[src/rtl/twiddle_seq_rom.sv]
// Twiddle-factor source for a radix-2 DIT FFT. It streams the W_N^k sequence for one stage
// over valid/ready. The N/2-entry table is computed at elaboration unless ROM_IMG is supplied.
module twiddle_seq_rom #(
    parameter int LOG2N = 4,
    parameter int TW_W  = 28,
    parameter int SW    = $clog2(LOG2N + 1),
    parameter bit USE_IMG = 1'b0,
    parameter logic [(1 << (LOG2N - 1)) * TW_W - 1:0] ROM_IMG = '0
) (
    input  logic               clk,
    input  logic               rst,
    input  logic               start,
    input  logic [SW-1:0]      stage_sel,
    input  logic               conj,
    output logic               busy,
    output logic               done,
    output logic               err,
    output logic               tw_valid,
    input  logic               tw_ready,
    output logic [TW_W-1:0]    tw_data,
    output logic [LOG2N-2:0]   tw_idx,
    output logic               tw_last
);
    // state | meaning
    // IDLE  | waiting for start; rejects illegal stages with err
    // RUN   | streaming butterflies j = 0..N/2-1 of the latched stage

    localparam int HALF     = 1 << (LOG2N - 1);
    localparam int IW       = LOG2N - 1;
    localparam int CW       = TW_W / 2;
    localparam int FRAC     = CW - 2;
    localparam int ROM_BITS = HALF * TW_W;
    localparam real PI      = 3.14159265358979323846;

    localparam logic [IW:0]   J_END    = (IW + 1)'(HALF);
    localparam logic [IW:0]   J_LAST   = (IW + 1)'(HALF - 1);
    localparam logic [SW-1:0] STAGE_MAX = SW'(LOG2N);
    localparam logic [CW-1:0] IM_NEG  = {1'b1, {(CW - 1){1'b0}}};
    localparam logic [CW-1:0] IM_POS  = {1'b0, {(CW - 1){1'b1}}};

    function automatic int round_near(input real x);
        if (x >= 0.0) return $rtoi(x + 0.5);
        return -$rtoi(0.5 - x);
    endfunction

    function automatic logic [ROM_BITS-1:0] build_rom();
        logic [ROM_BITS-1:0] img;
        logic [CW-1:0]       re_b, im_b;
        real                 ang, scale;
        int                  re_i, im_i;
        img   = '0;
        scale = real'(1 << FRAC);
        for (int k = 0; k < HALF; k++) begin
            ang  = 2.0 * PI * real'(k) / real'(2 * HALF);
            re_i = round_near(scale * $cos(ang));
            im_i = round_near(-scale * $sin(ang));
            re_b = re_i[CW-1:0];
            im_b = im_i[CW-1:0];
            img[k*TW_W +: TW_W] = {re_b, im_b};
        end
        return img;
    endfunction

    localparam logic [ROM_BITS-1:0] ROM = USE_IMG ? ROM_IMG : build_rom();

    typedef enum logic {IDLE, RUN} state_t;

    state_t          state;
    logic [IW:0]     j;
    logic [IW-1:0]   k_mask;
    logic [SW-1:0]   k_shift;
    logic            conj_q;

    logic            stage_ok;
    logic [IW-1:0]   mask_new;
    logic [SW-1:0]   shift_new;
    logic [IW-1:0]   k;
    logic [TW_W-1:0] rom_word;
    logic [CW-1:0]   im_raw, im_conj;
    logic [TW_W-1:0] out_word;

    assign stage_ok  = (stage_sel != '0) && (stage_sel <= STAGE_MAX);
    // a shift of IW clears every bit, so the last stage gets the full mask
    assign mask_new  = ~({IW{1'b1}} << (stage_sel - SW'(1)));
    assign shift_new = STAGE_MAX - stage_sel;

    always_comb begin
        k        = (j[IW-1:0] & k_mask) << k_shift;
        rom_word = ROM[int'(k)*TW_W +: TW_W];
        im_raw   = rom_word[CW-1:0];
        im_conj  = (im_raw == IM_NEG) ? IM_POS : -im_raw;
        out_word = conj_q ? {rom_word[TW_W-1:CW], im_conj} : rom_word;
    end

    always_ff @(posedge clk or posedge rst) begin
        if (rst) begin
            state    <= IDLE;
            busy     <= 1'b0;
            done     <= 1'b0;
            err      <= 1'b0;
            tw_valid <= 1'b0;
            tw_last  <= 1'b0;
            tw_data  <= '0;
            tw_idx   <= '0;
            j        <= '0;
            k_mask   <= '0;
            k_shift  <= '0;
            conj_q   <= 1'b0;
        end else begin
            done <= 1'b0;
            err  <= 1'b0;
            case (state)
                IDLE: begin
                    if (start) begin
                        if (stage_ok) begin
                            state   <= RUN;
                            busy    <= 1'b1;
                            j       <= '0;
                            k_mask  <= mask_new;
                            k_shift <= shift_new;
                            conj_q  <= conj;
                        end else begin
                            err <= 1'b1;
                        end
                    end
                end
                RUN: begin
                    if (!tw_valid || tw_ready) begin
                        if (j != J_END) begin
                            tw_valid <= 1'b1;
                            tw_data  <= out_word;
                            tw_idx   <= k;
                            tw_last  <= (j == J_LAST);
                            j        <= j + 1'b1;
                        end else begin
                            // j exhausted, so this is the handshake of the last beat
                            tw_valid <= 1'b0;
                            tw_last  <= 1'b0;
                            busy     <= 1'b0;
                            done     <= 1'b1;
                            state    <= IDLE;
                        end
                    end
                end
                default: state <= IDLE;
            endcase
        end
    end
endmodule

[config.mk]
export PLATFORM = sky130hd
export DESIGN_NAME = twiddle_seq_rom
export DESIGN_NICKNAME = d
export VERILOG_FILES = /design/src/rtl/twiddle_seq_rom.sv
export SDC_FILE = /design/constraint.sdc
export NUM_CORES = 1
export LEC_CHECK = 0
export ABC_AREA = 1
export BUFFER_PORTS_ARGS = -buffer_cell sky130_fd_sc_hd__buf_2
export CAP_MARGIN = 40
export CORE_MARGIN = 5
export CORE_UTILIZATION = 47
export CTS_CLUSTER_DIAMETER = 40
export DETAILED_ROUTE_END_ITERATION = 8
export PLACE_DENSITY = 0.69
export SYNTH_ARGS = -nofsm -noshare
export SYNTH_HDL_FRONTEND = slang
export SYNTH_SLANG_ARGS = --single-unit
[constraint.sdc]
create_clock -name clk -period 3.6 [get_ports clk]
set_input_delay 0.72 -clock clk [delete_from_list [all_inputs] [get_ports clk]]
set_output_delay 0.72 -clock clk [all_outputs]
set_load 0.005 [all_outputs]
# After elaboration in Yosys (flattened, before gate mapping)
# Index checks and enable logic that the tools add are counted.
# W data, S select, Z words.
# classes
n_mux	24
multipliers	1
n_reduce_logical	9
div_mod_pow	0
magnitude_cmp	1
eq_ne	8
shifts	3
bitwise	3
addsub	4
# ops
op	n
$shiftx A224 B9 Y28 const A	1
$mux W14	2
$mux W4	4
$mux W1	15
$eq A14 B14 Y1 const B	1
$neg A14 Y14	1
$pmux W4 S2	1
$reduce_and A4 Y1	2
$mul A3 B3 Y6 const B	1
$ne A2 B2 Y1 const B	3
$reduce_and A3 Y1	2
$add A4 B1 Y4 const B	1
$eq A4 B3 Y1 const B	1
$ne A2 B1 Y1 const B	2
$ne A4 B4 Y1 const B	1
$pmux W1 S2	2
$and A3 B3 Y3	1
$le A3 B3 Y1 const B	1
$not A3 Y3	1
$reduce_bool A3 Y1	1
$shl A3 B3 Y3	1
$shl A3 B3 Y3 const A	1
$sub A3 B1 Y3 const B	1
$sub A3 B3 Y3 const A	1
5 further kinds	5
# word_totals
elab_cells	65
memories	0
inputBits	8
ram_bits	0
latchBits	0
mem_bits_ro	0
out_inout_bits	36
reg_bits	48

# Depth between registers and ports, before layout
# Gate-level depths: netlist (run 1).
# depth
ltp_word	7
mapped_depth	18
ltp_nobuf	18

# Worst setup path after synthesis (run 1)
# No wires, ideal clock.
# synth_path
kind	register to register
start	register k_shift[0]
end	register tw_data[12]
slack_ns	1.407
path_stages_with_launch	19
setup_ns	0.117
path_buffers	0
period_less_slack_ns	2.193
arrival_time_ns	2.075
required_time_ns	3.483
cell_sequence	dfrtp_1 -> inv_2 -> nand3_4 -> inv_1 -> nand2_1 -> inv_1 -> ha_1 -> nand3_1 -> nand2_2 -> inv_1 -> ha_1 -> nand4_1 -> inv_1 -> nand2_2 -> nand2_1 -> nand2_1 -> nand2_1 -> nand3_1 -> nand2_1
# synth_between
elab_chain_len	6
word_cells_on_any_way	7
classes_between	1 x add/sub; 1 x mul; 1 x eq/ne; 2 x shift; 2 x mux
# synth_rtl
element	line	source
start, declared	71	logic [SW-1:0] k_shift;
start signal, assigned	120	k_shift <= shift_new;
$shl A3 B3 Y3 *	88	k = (j[IW-1:0] & k_mask) << k_shift;
named net k[0]	77	logic [IW-1:0] k;
$mul A3 B3 Y6 *	89	rom_word = ROM[int'(k)*TW_W +: TW_W];
$shiftx A224 B9 Y28 *	89	
$neg A14 Y14 / $eq A14 B14 Y1 (equally long branches)	91	im_conj = (im_raw == IM_NEG) ? IM_POS : -im_raw;
$mux W14	91	
$mux W14 *	92	out_word = conj_q ? {rom_word[TW_W-1:CW], im_conj} : rom_word;
end signal, assigned	131	tw_data <= out_word;
end, declared	20	output logic [TW_W-1:0] tw_data,
# Mark *: on every way through the listed nets, which the timed path passes. The rest lies on a longest branch.
# A chain may end at the register's enable or synchronous reset.

# Worst setup path after layout (run 1)
# Ends and elaborated chain as after synthesis.

==> impl_results.md, run 1 <==
- Synth Instances: between 200 and 300
- Sw Share: a little under half
- Placed cell count: roughly 400
- Die W: just over 80 um
- Syn Nets: between 300 and 400
- CP Launch Point: k_shift[0]
- Register area share after synthesis: between 40 and 50%
- Max Buffers Root-to-Sink: 2
- PD cells: around 780 mW/mm2
- Row cnt: 26
- Crit path max fanout: 7
- Min-Delay Path Class: primary input to asynchronous set/reset pin
- CTS Root Cell: clkbuf_8
- Die height: between 80 and 90 um
- Status: finished clean
- Slew HR: between 60% and 70%
- Total of max-cap violations: 0
- Cell depth of the worst flop-to-flop path: 18
- Share of cells above drive strength 1: roughly 24%
- Tot GR Track Use: 16.8%
- Slowest CP cell: dfrtp_1
- Post-CTS sizing: 0
- Final GP Congestion: 0.856
- Cts bufs inserted: 5
- Busiest grt layer: met2
- CTS sink cnt: 43
- Final Slew Violations: 0
- ANT cells: 0
- Met2 Track Usage GR: between 20% and 30%
- Initial antenna violation count: 0
- First-pass GRT wire length: about 8700 um
- Initial Util: approximately 48%
- Yosys reg bits: 43
- Post-DRT Antenna Nets: 0
- Most frequent cells in the layout: 78 x nand2_1, 43 x dfrtp_1, 43 x buf_2
- P_int: about 0.0012 W
- Switching Power: between 0.0009 and 0.001 W
- CP startpoint kind: flop
- Leak: ~1.6 nW
- IR drop worst, VDD: 0.000320 V
- TritonCTS clock tree: done
- Tcrit/Tclk final: around 72%
- Detail Placement HPWL: between 4000 and 5000 um
- Die area: ~0.0067 mm2
- Via density: ~4.8
- Reg clk slew, reported paths: 0.09 ns
- Warning count from the yosys run: 0
- Number of global-route vias before repair: around 1.9k
- DRC: 0
- Worst Skew: about 0.012 ns
- R2R Path Start: k_shift[0]
- Peak per-stage delay on the critical path: between 0.4 and 0.5 ns
- Final Hold Vio Count: 0
- Port Buffers: 43
- Crit path capture type: flop
- Drt pass-1 iters: 6
- Worst slew pin tran: approximately 0.48 ns
- Commonest non-fill, non-tap cell in the layout: nand2_1
- I/O pin count: 44
- Largest net degree at the start of global routing: 32
- Post-Route WL: ~5200 um
- DRT iter0 DRCs: roughly 120
- Crit path DAT: about 2.8 ns
- Later-pin clock latency in the skew report: roughly 0.3 ns
- Flop pwr share: a little under two fifths
- Avg WL per Cell: 12.7 um
- Crit path kind: flop to flop
- Met1 usage: 21.0%
- Area Growth Syn to Fin: 15.2%
- H-tree depth: 2
- Avg Inst Size Synth: between 8 and 9 um2
- Core area: about 0.0051 mm2
- Combinational Power Share: 48.8%
- Distinct cell type count after synthesis: 33
- Total grt overflow: 0
- GR Util met3: under 10%
- Nets@finish: about 360
- Final setup vio count: 0
- CTS Hold Buffers Added: 0
- RSZ-0062 raised after global routing: false
- Peak Freq: 384 MHz
- TNS Setup: 0 ns
- Crit-path cells: inv_2, nand3_4, inv_1, nand2_1, inv_1, ha_1, nand3_1, nand2_2, inv_1, ha_1, nand4_1, inv_1, nand2_2, nand2_1, nand2_1, nand2_1, nand3_1, nand2_1
- Post-Synthesis Cell Area: ~0.0024 mm2
- Finished Layout Cells: 411
- Min Clock Period, post-route: approximately 2.6 ns
- Via count: approximately 2.0k
- Critical Path RT: roughly 3.8 ns
- Most frequent CP cell: nand2_1
- Post-CTS Setup Bufs: 0
- Clock share of power: between 10% and 20%
metrics by stage:
| stage | util, % | instance area [um2] | hold slack, ns | setup WS, ns | total power (W) |
|---|---|---|---|---|---|
| finish | 55.0 | 2790 | 0.393 | 0.997 | 0.00218 |
| CTS | 55.0 | 2790 | 0.391 | 1.01 | 0.00220 |
| global route | 55.0 | 2790 | 0.404 | 0.775 | 0.00239 |
| floorplan | - | 2420 | 0.465 | 1.41 | 0.00160 |
| detailed placement | 53.3 | 2700 | 0.461 | 1.05 | 0.00189 |
| global placement | 52.7 | 2680 | 0.453 | 1.05 | 0.00186 |
logic make-up (layout without fill, tap and decap cells):
group,count (synthesis),in the layout,synth area share (%)
buf+inv,50,93,8.88
simple gates,151,151,29.8
compound gates,40,40,9.86
fa+ha+maj,13,13,6.71
xor+xnor,1,1,0.361
flops,43,43,44.4
final timing paths:
kind,end,slack (ns)
worst max register to register,tw_data[12],1.0
min in group clk,tw_data[13],0.48
worst max-delay path,tw_data[12],1.0
worst min register to register,tw_data[13],0.48
worst min-delay path,tw_data[26],0.39
max in group asynchronous,tw_data[21],2.57
per-layer routing:
metal | vias up | wire length, um
met5 | - | 0
met2 | 35 | 2570
li1 | 1030 | -
met1 | 916 | 2330
met3 | 7 | 253
met4 | 0 | 63
critical path: cells and delay by family (launching register included):
kind | cells | cell delay, ns
buffers and inverters | 5 | 0.61
and+or+nand+nor | 11 | 0.98
DFF | 1 | 0.45
adders and majority gates | 2 | 0.46
state kept, by name, indices dropped and copies added, names as in the netlist:
signal and count:
tw_data 24, j 4, k_mask 3, k_shift 3, tw_idx 2, busy 1
conj_q 1, done 1, err 1, state 1, tw_last 1, tw_valid 1
power groups by stage:
| stage | registers [W] | logic (W) | clock network (W) |
|---|---|---|---|
| global placement | 0.000815 | 0.00105 | 0 |
| floorplan | 0.000798 | 0.000802 | 0 |
| detailed placement | 0.000820 | 0.00107 | 0 |
| global route | 0.000835 | 0.00122 | 0.000337 |
| finish | 0.000810 | 0.00107 | 0.000309 |
| CTS | 0.000811 | 0.00108 | 0.000318 |
cell usage after synthesis (all sizes together):
cell type	number	area, um2
nand2	88	360
dfrtp	43	1080
inv	39	149
nand3	31	213
nor2	28	125
o21ai	25	129
ha	13	163
buf	10	62.6
a21oi	6	41.3
a31oi	2	12.5
nand4	2	12.5
o21a	2	15.0
a21boi	1	7.51
a2bb2oi	1	8.76
clkbuf	1	3.75
nor3	1	5.00
nor3b	1	7.51
o211ai	1	7.51
o221ai	1	8.76
o22a	1	8.76
xnor2	1	8.76
cell type report:
class,count,area (um2)
Fill cell,508,2280
Multi-Input combinational cell,205,1130
Sequential cell,43,1080
Timing Repair Buffer,46,258
Inverter,39,149
Tap cell,70,87.6
Clock buffer,5,68.8
Clock inverter,3,20.0
Note: power is estimated with default switching activity, not from simulation.
==> run 2: changes to the inputs <==
--- a/config.mk
+++ b/config.mk
@@ -5,14 +5,14 @@
 export SDC_FILE = /design/constraint.sdc
 export NUM_CORES = 1
 export LEC_CHECK = 0
-export ABC_AREA = 1
+export ABC_AREA = 0
 export BUFFER_PORTS_ARGS = -buffer_cell sky130_fd_sc_hd__buf_2
 export CAP_MARGIN = 40
 export CORE_MARGIN = 5
 export CORE_UTILIZATION = 47
 export CTS_CLUSTER_DIAMETER = 40
 export DETAILED_ROUTE_END_ITERATION = 8
-export PLACE_DENSITY = 0.69
+export PLACE_DENSITY = 0.72
 export SYNTH_ARGS = -nofsm -noshare
 export SYNTH_HDL_FRONTEND = slang
 export SYNTH_SLANG_ARGS = --single-unit
==> constraint.sdc (replaced) <==
create_clock -name clk -period 2.3 [get_ports clk]
set_input_delay 0.46 -clock clk [delete_from_list [all_inputs] [get_ports clk]]
set_output_delay 0.46 -clock clk [all_outputs]
set_load 0.005 [all_outputs]
==> run 2 against run 1 <==
The flow now finishes with violations (negative setup slack). Critical path depth down 8. Register-to-register slack lost 1.1 ns. Fmax grew 8.1%. Final cell count is 6.6% lower. Routed wire length is 2.8% higher. Count of clock-buffer cells in the layout increased by 2. Clock skew decreased by 0.0029 ns. Clock power grew 51%. Worst hold slack worse by 0.12 ns. Combinational power up 110%. First-iteration DRC count grew 20%.
==> impl_results.md, run 2 <==
- Tot GR Track Use: 17.2% (was 16.8%)
- TritonCTS clock tree: done (unchanged)
- Register area share after synthesis: 46.0% (was 44.4%)
- Post-Synthesis Cell Area: 0.00234 mm2 (was 0.00242 mm2)
- Largest net degree at the start of global routing: 47 (was 32)
- Min Clock Period, post-route: 2.41 ns (was 2.60 ns)
- RSZ-0062 raised after global routing: true (was false)
- Yosys reg bits: 43 (unchanged)
- Final Hold Vio Count: 0 (unchanged)
- IR drop worst, VDD: 0.000500 V (was 0.000320 V)
- Avg Inst Size Synth: 9.75 um2 (was 8.14 um2)
- Row cnt: 25 (was 26)
- PD cells: 1250 mW/mm2 (was 782 mW/mm2)
- Count leader, synth: dfrtp_1 (was nand2_1)
- Total grt overflow: 0 (unchanged)
- Die W: 80.6 um (was 81.8 um)
- Pwr Total: 0.00390 W (was 0.00218 W)
- Crit path max fanout: 7 (unchanged)
- Port Buffers: 43 (unchanged)
- I/O pin count: 44 (unchanged)
- Post-synth top area cell: dfrtp_1 (unchanged)
- Area Growth Syn to Fin: 33.2% (was 15.2%)
- Distinct cell type count after synthesis: 44 (was 33)
- First-pass GRT wire length: 8670 um (was 8700 um)
- Slew HR: 64.9% (was 68.3%)
- Max Buffers Root-to-Sink: 2 (unchanged)
- Placed cell count: 366 (was 403)
- Area contributors post-synth: dfrtp_1 46%, ha_1 7.0%, nand2_1 6.1% (was dfrtp_1 44%, nand2_1 12%, ha_1 6.7%)
- Via count: 1985 (was 1988)
- Crit path DAT: 2.60 ns (was 2.80 ns)
- Die area: 0.00649 mm2 (was 0.00670 mm2)
- Crit path capture type: flop (unchanged)
- Initial antenna violation count: 0 (unchanged)
- Critical Path RT: 2.49 ns (was 3.79 ns)
- H-tree depth: 2 (unchanged)
- Post-DRT Antenna Nets: 0 (unchanged)
- Worst Skew: 0.00952 ns (was 0.0125 ns)
- Reg clk slew, reported paths: 0.08 ns (was 0.09 ns)
- Post-Route WL: 5360 um (was 5210 um)
- Largest register by flop count: tw_data (unchanged)
- Crit-path cells: nand3b_1, a211oi_4, inv_2, ha_4, mux2i_2, ha_2, and4bb_2, a41oi_2, xnor2_1, o21ai_1 (was inv_2, nand3_4, inv_1, nand2_1, inv_1, ha_1, nand3_1, nand2_2, inv_1, ha_1, nand4_1, inv_1, nand2_2, nand2_1, nand2_1, nand2_1, nand3_1, nand2_1)
- Leak: 1.53 nW (was 1.55 nW)
- Peak per-stage delay on the critical path: 0.44 ns (was 0.45 ns)
- Slowest CP cell: dfrtp_2 (was dfrtp_1)
- Later-pin clock latency in the skew report: 0.30 ns (about the same)
- Core area: 0.00479 mm2 (was 0.00507 mm2)
- Failing checks: negative setup slack
- Worst slew pin tran: 0.527 ns (was 0.475 ns)
- CTS Hold Buffers Added: 0 (unchanged)
- Initial Util: 48.9% (was 47.8%)
- Tcrit/Tclk final: 105% (was 72.3%)
- CP startpoint kind: flop (unchanged)
- CTS sink cnt: 43 (unchanged)
- Nets@finish: 337 (was 361)
- Final setup vio count: 5 (was 0)
- Via density: 5.17 (was 4.84)
- Share of cells above drive strength 1: 40.7% (was 24.3%)
- Cts bufs inserted: 5 (unchanged)
- Total of max-cap violations: 0 (unchanged)
- Commonest non-fill, non-tap cell in the layout: buf_2 (was nand2_1)
- Ys flop type: dfrtp_1 (unchanged)
- Top cells by instance count after synthesis: 43 x dfrtp_1, 38 x nand2_1, 24 x o21ai_0 (was 78 x nand2_1, 43 x dfrtp_1, 33 x inv_1)
- CTS Root Cell: clkbuf_8 (unchanged)
- DRC: 0 (unchanged)
- Avg WL per Cell: 14.0 um (was 12.7 um)
- Max FFs per register: 24 (unchanged)
- Warning count from the yosys run: 0 (unchanged)
- Setup WS pre-CTS: -0.173 ns (was 1.05 ns)
- Number of synthesized flops with an enable pin: 0 (unchanged)
- Placed cell area: 0.00284 mm2 (was 0.00270 mm2)
- Finished Layout Cells: 384 (was 411)
- Syn Nets: 261 (was 319)
- Worst Setup Slack, final: -0.108 ns (was 0.997 ns)
- Die height: 80.6 um (was 81.8 um)
- Number of global-route vias before repair: 1955 (was 1899)
- Final instance area: 0.00312 mm2 (was 0.00279 mm2)
- Peak Freq: 415 MHz (was 384 MHz)
- Crit path kind: flop to flop (unchanged)
- Most frequent cells in the layout: 43 x buf_2, 42 x dfrtp_1, 39 x buf_4 (was 78 x nand2_1, 43 x dfrtp_1, 43 x buf_2)
- Synth Instances: 240 (was 298)
- Detail Placement HPWL: 3680 um (was 4030 um)
- Synth top area share: 46.0% (was 44.4%)
- Final Slew Violations: 0 (unchanged)
- Final GP Congestion: 0.884 (was 0.856)
- DRT iter0 DRCs: 140 (was 117)
- Min-Delay Path Class: primary input to asynchronous set/reset pin (unchanged)
- Status: finished with violations (was finished clean)
- Drt pass-1 iters: 4 (was 6)
- FFs w/ async S/R, synth: 100% (unchanged)
- Regs by FF count: tw_data (24), j (4) (unchanged)
- ANT cells: 0 (unchanged)
[run 2: cell types whose count changed after synthesis, moves of 5 or more]
cell,before,now
nand2_1,78,38
nand3_1,24,7
nand3b_1,0,5
inv_1,33,10
o21ai_0,19,24
nand2_2,9,0
nor2_1,24,14
mux2_2,0,5
xnor2_1,1,6
mux2i_1,0,6
clkbuf_1,1,9
[run 2: final cells by class]
type / instances / area [um2]
well taps: 67 / 83.8
clock buffers: 7 / 76.3
inverters: 11 / 46.3
multi-input cells: 168 / 1250
fillers: 396 / 1670
flip-flops and latches: 43 / 1080
clock inverters: 1 / 5.00
repair buffers: 87 / 573
[run 2: kinds of logic after synthesis]
| kind of cell | share of synthesized area [%] |
|---|---|
| AND/OR/NAND/NOR | 17.6 |
| AO/OA/AOI/OAI | 13.3 |
| flip-flops | 46.0 |
| adder cells (fa/ha/maj) | 6.95 |
| multiplexers | 6.52 |
| XOR/XNOR | 2.99 |
| buffers and inverters | 6.68 |
[run 2: worst max-delay path, delay by kind of cell (launching register included)]
family / cells / cell delay, ns
compound gates: 3 / 0.47
fa+ha+maj: 2 / 0.42
simple gates: 2 / 0.48
buf+inv: 1 / 0.10
xor+xnor: 1 / 0.18
flops: 1 / 0.44
mux: 1 / 0.21
[run 2: path summary, 6_finish.rpt]
check	from	cells past startpoint	to	slack, ns
worst max-delay path	k_shift[0]	10	tw_data[12]	-0.11
worst min-delay path	rst	3	tw_data[6]	0.27
worst max register to register	k_shift[0]	10	tw_data[12]	-0.11
worst min register to register	tw_data[9]	1	tw_data[9]	0.48
max in group asynchronous	rst	3	k_shift[0]	1.63
min in group clk	conj	2	conj_q	0.40
[run 2: metal layers]
metal  wire length (um)  track usage, %  share of wire (%)
met4                204            6.59                3.8
met1               2080            19.3                 39
met3                299            4.04                5.6
met5                  0               0                  0
met2               2780            31.3                 52
[run 2: power breakdown]
group / switching [W] / internal (W) / leakage (nW)
Combinational: 0.00111 / 0.00111 / 0.937
Sequential: 0.000185 / 0.00103 / 0.554
Clock: 0.000254 / 0.000213 / 0.0422
Total: 0.00155 / 0.00235 / 1.53
[run 2: timing repair]
| item | 4_1_cts | 5_1_grt |
|---|---|---|
| endpoints found under the setup margin | 8 | 9 |
| gates resized for setup | 5 | 19 |
| setup buffers | 4 | 6 |
| pin swaps | 0 | 7 |
| hold endpoints to repair | 0 | 0 |
[run 2: through the flow]
step	TNS (ns)	util (%)	hold slack, ns
after global placement	-0.195	59.4	0.455
after floorplan	-0.510	-	0.442
after detailed placement	-0.626	59.4	0.465
after CTS	-0.161	62.1	0.297
after global routing	-1.19	65.1	0.351
final	-0.311	65.1	0.273
==> run 3: changes to the inputs <==
==> constraint.sdc (replaced) <==
create_clock -name clk -period 1.95 [get_ports clk]
set_input_delay 0.39 -clock clk [delete_from_list [all_inputs] [get_ports clk]]
set_output_delay 0.39 -clock clk [all_outputs]
set_load 0.005 [all_outputs]
==> run 3 against run 2 <==
The flow still finishes with violations (negative setup slack). Final cell count rose by 2.6%. First-iteration DRC count fell by 2.1%. Global-route usage rose by 2.2 points. Power rose by 36%. Combinational power rose by 45%. Count of clock-buffer cells in the layout rose by 1. Clock skew fell by 0.0013 ns. Sequential share of layout area fell by 2.7 points. Die area did not move. Worst hold slack got worse by 0.058 ns. Routed wire length rose by 19%. Largest power group unchanged.
==> impl_results.md, run 3 (synthesis gave the netlist of run 2 again) <==
- Tcrit/Tclk final: 126% (was 105%)
- Number of global-route vias before repair: 2072 (was 1955)
- Detail Placement HPWL: 3720 um (was 3680 um)
- Critical Path RT: 2.13 ns (was 2.49 ns)
- Initial Util: 48.9% (unchanged)
- Leak: 1.64 nW (was 1.53 nW)
- Final Slew Violations: 0 (unchanged)
- Total of max-cap violations: 0 (unchanged)
- WL met3: 349 um (was 299 um)
- Metal1 wirelength: 2400 um (was 2080 um)
- Final setup vio count: 21 (was 5)
- Worst Skew: 0.00821 ns (was 0.00952 ns)
- PD cells: 1570 mW/mm2 (was 1250 mW/mm2)
- Crit path capture type: flop (unchanged)
- Commonest non-fill, non-tap cell in the layout: buf_2 (unchanged)
- Die height: 80.6 um (unchanged)
- Post-DRT Antenna Nets: 0 (unchanged)
- Nets@finish: 347 (was 337)
- Most frequent cells in the layout: 43 x buf_2, 42 x dfrtp_1, 37 x nand2_1, 37 x buf_4, 21 x o21ai_0 (was 43 x buf_2, 42 x dfrtp_1, 39 x buf_4)
- Avg WL per Cell: 16.1 um (was 14.0 um)
- Tot GR Track Use: 19.4% (was 17.2%)
- Total grt overflow: 0 (unchanged)
- Later-pin clock latency in the skew report: 0.30 ns (about the same)
- Die area: 0.00649 mm2 (unchanged)
- Row cnt: 25 (unchanged)
- Slew HR: 63.8% (was 64.9%)
- First-pass GRT wire length: 9680 um (was 8670 um)
- Initial antenna violation count: 0 (unchanged)
- Regs by FF count: tw_data (24), j (4) (unchanged)
- Worst Setup Slack, final: -0.513 ns (was -0.108 ns)
- Crit path DAT: 2.65 ns (was 2.60 ns)
- CTS Root Cell: clkbuf_8 (unchanged)
- Crit path kind: flop to flop (unchanged)
- Min-Delay Path Class: primary input to asynchronous set/reset pin (unchanged)
- TritonCTS clock tree: done (unchanged)
- Via count: 2043 (was 1985)
- Max Buffers Root-to-Sink: 2 (unchanged)
- Peak Freq: 406 MHz (was 415 MHz)
- Core area: 0.00479 mm2 (unchanged)
- Share of cells above drive strength 1: 45.6% (was 40.7%)
- Hold WS: 0.215 ns (was 0.273 ns)
- Status: finished with violations (unchanged)
- Post-Route WL: 6360 um (was 5360 um)
- CTS Hold Buffers Added: 0 (unchanged)
- Die W: 80.6 um (unchanged)
- Cts bufs inserted: 5 (unchanged)
- Reg clk slew, reported paths: 0.08 ns (about the same)
- RSZ-0062 raised after global routing: true (unchanged)
- IR drop worst, VDD: 0.000882 V (was 0.000500 V)
- Drt pass-1 iters: 4 (unchanged)
- Area Growth Syn to Fin: 44.7% (was 33.2%)
- Setup WS pre-CTS: -0.518 ns (was -0.173 ns)
- Min Clock Period, post-route: 2.46 ns (was 2.41 ns)
- DRC: 0 (unchanged)
- Largest net degree at the start of global routing: 47 (unchanged)
- CTS sink cnt: 43 (unchanged)
- Worst reg-to-reg setup slack: -0.51 ns (was -0.11 ns)
- ANT cells: 0 (unchanged)
- Final Hold Vio Count: 0 (unchanged)
- Port Buffers: 43 (unchanged)
- Max FFs per register: 24 (unchanged)
- Final Core Density: 70.7% (was 65.1%)
- I/O pin count: 44 (unchanged)
- Final GP Congestion: 0.882 (was 0.884)
- Via density: 5.19 (was 5.17)
- Failing checks: negative setup slack (unchanged)
- CP startpoint kind: flop (unchanged)
- TNS Setup: -6.31 ns (was -0.311 ns)
- Met2 WL: 3410 um (was 2780 um)
- Top Metal Used: met4 (unchanged)
- Crit path max fanout: 6 (was 7)
- H-tree depth: 2 (unchanged)
- Worst slew pin tran: 0.543 ns (was 0.527 ns)
- DRT iter0 DRCs: 137 (was 140)
- Largest register by flop count: tw_data (unchanged)
-- run 3: changes by cell type in the layout (fill, tap and decap cells not counted), sizes merged --
| cell | change |
|---|---|
| buf | +10 |
| clkbuf | +1 |
| clkinv | -1 |
-- run 3: final cells by class --
cell class / instances / area, um2
Clock buffer: 8 / 100
Multi-Input combinational cell: 168 / 1360
Fill cell: 346 / 1400
Tap cell: 67 / 83.8
Inverter: 11 / 48.8
Sequential cell: 43 / 1080
Timing Repair Buffer: 97 / 717
-- run 3: metrics by stage --
stage               cell area [um2]  std cells  total power, W
floorplan                      2390        240         0.00297
global placement               2870        370         0.00372
detailed placement             2870        370         0.00380
CTS                            3240        393         0.00484
global route                   3380        394         0.00565
finish                         3380        394         0.00530
-- run 3: critical path, cell delays in order, from the launching register on --
cell	delay (ns)
dfrtp_2	0.45
and3b_2	0.27
a311oi_4	0.04
or3b_4	0.49
mux2i_4	0.25
ha_4	0.16
and4bb_2	0.27
a41oi_2	0.14
xnor2_1	0.20
o21ai_1	0.08
-- run 3: timing repair --
action / CTS / global route
resized for setup: 34 / 31
setup buffers: 14 / 5
hold endpoints to repair: 0 / 0
cloned: 1 / 0
pin swaps: 9 / 26
endpoints found under the setup margin: 23 / 22
-- run 3: path summary, 6_finish.rpt --
kind | from | to | cells past startpoint
max | k_shift[0] | tw_data[12] | 9
min | rst | conj_q | 3
max reg2reg | k_shift[0] | tw_data[12] | 9
min reg2reg | tw_data[0] | tw_data[0] | 2
max in group asynchronous | rst | k_shift[0] | 3
min in group clk | conj | conj_q | 2
-- run 3: routing by layer --
layer	vias to the layer above	track usage (%)
met4	0	7.26
met2	71	35.4
met3	19	4.04
met5	-	0
li1	981	-
met1	972	22.1
-- run 3: report_power, final --
part           internal [W]  total (W)  switching, W  leakage [nW]
Combinational       0.00165    0.00321       0.00155          1.03
Sequential          0.00121    0.00147      0.000256         0.554
Clock              0.000324   0.000630      0.000307        0.0515
Total               0.00319    0.00530       0.00211          1.64
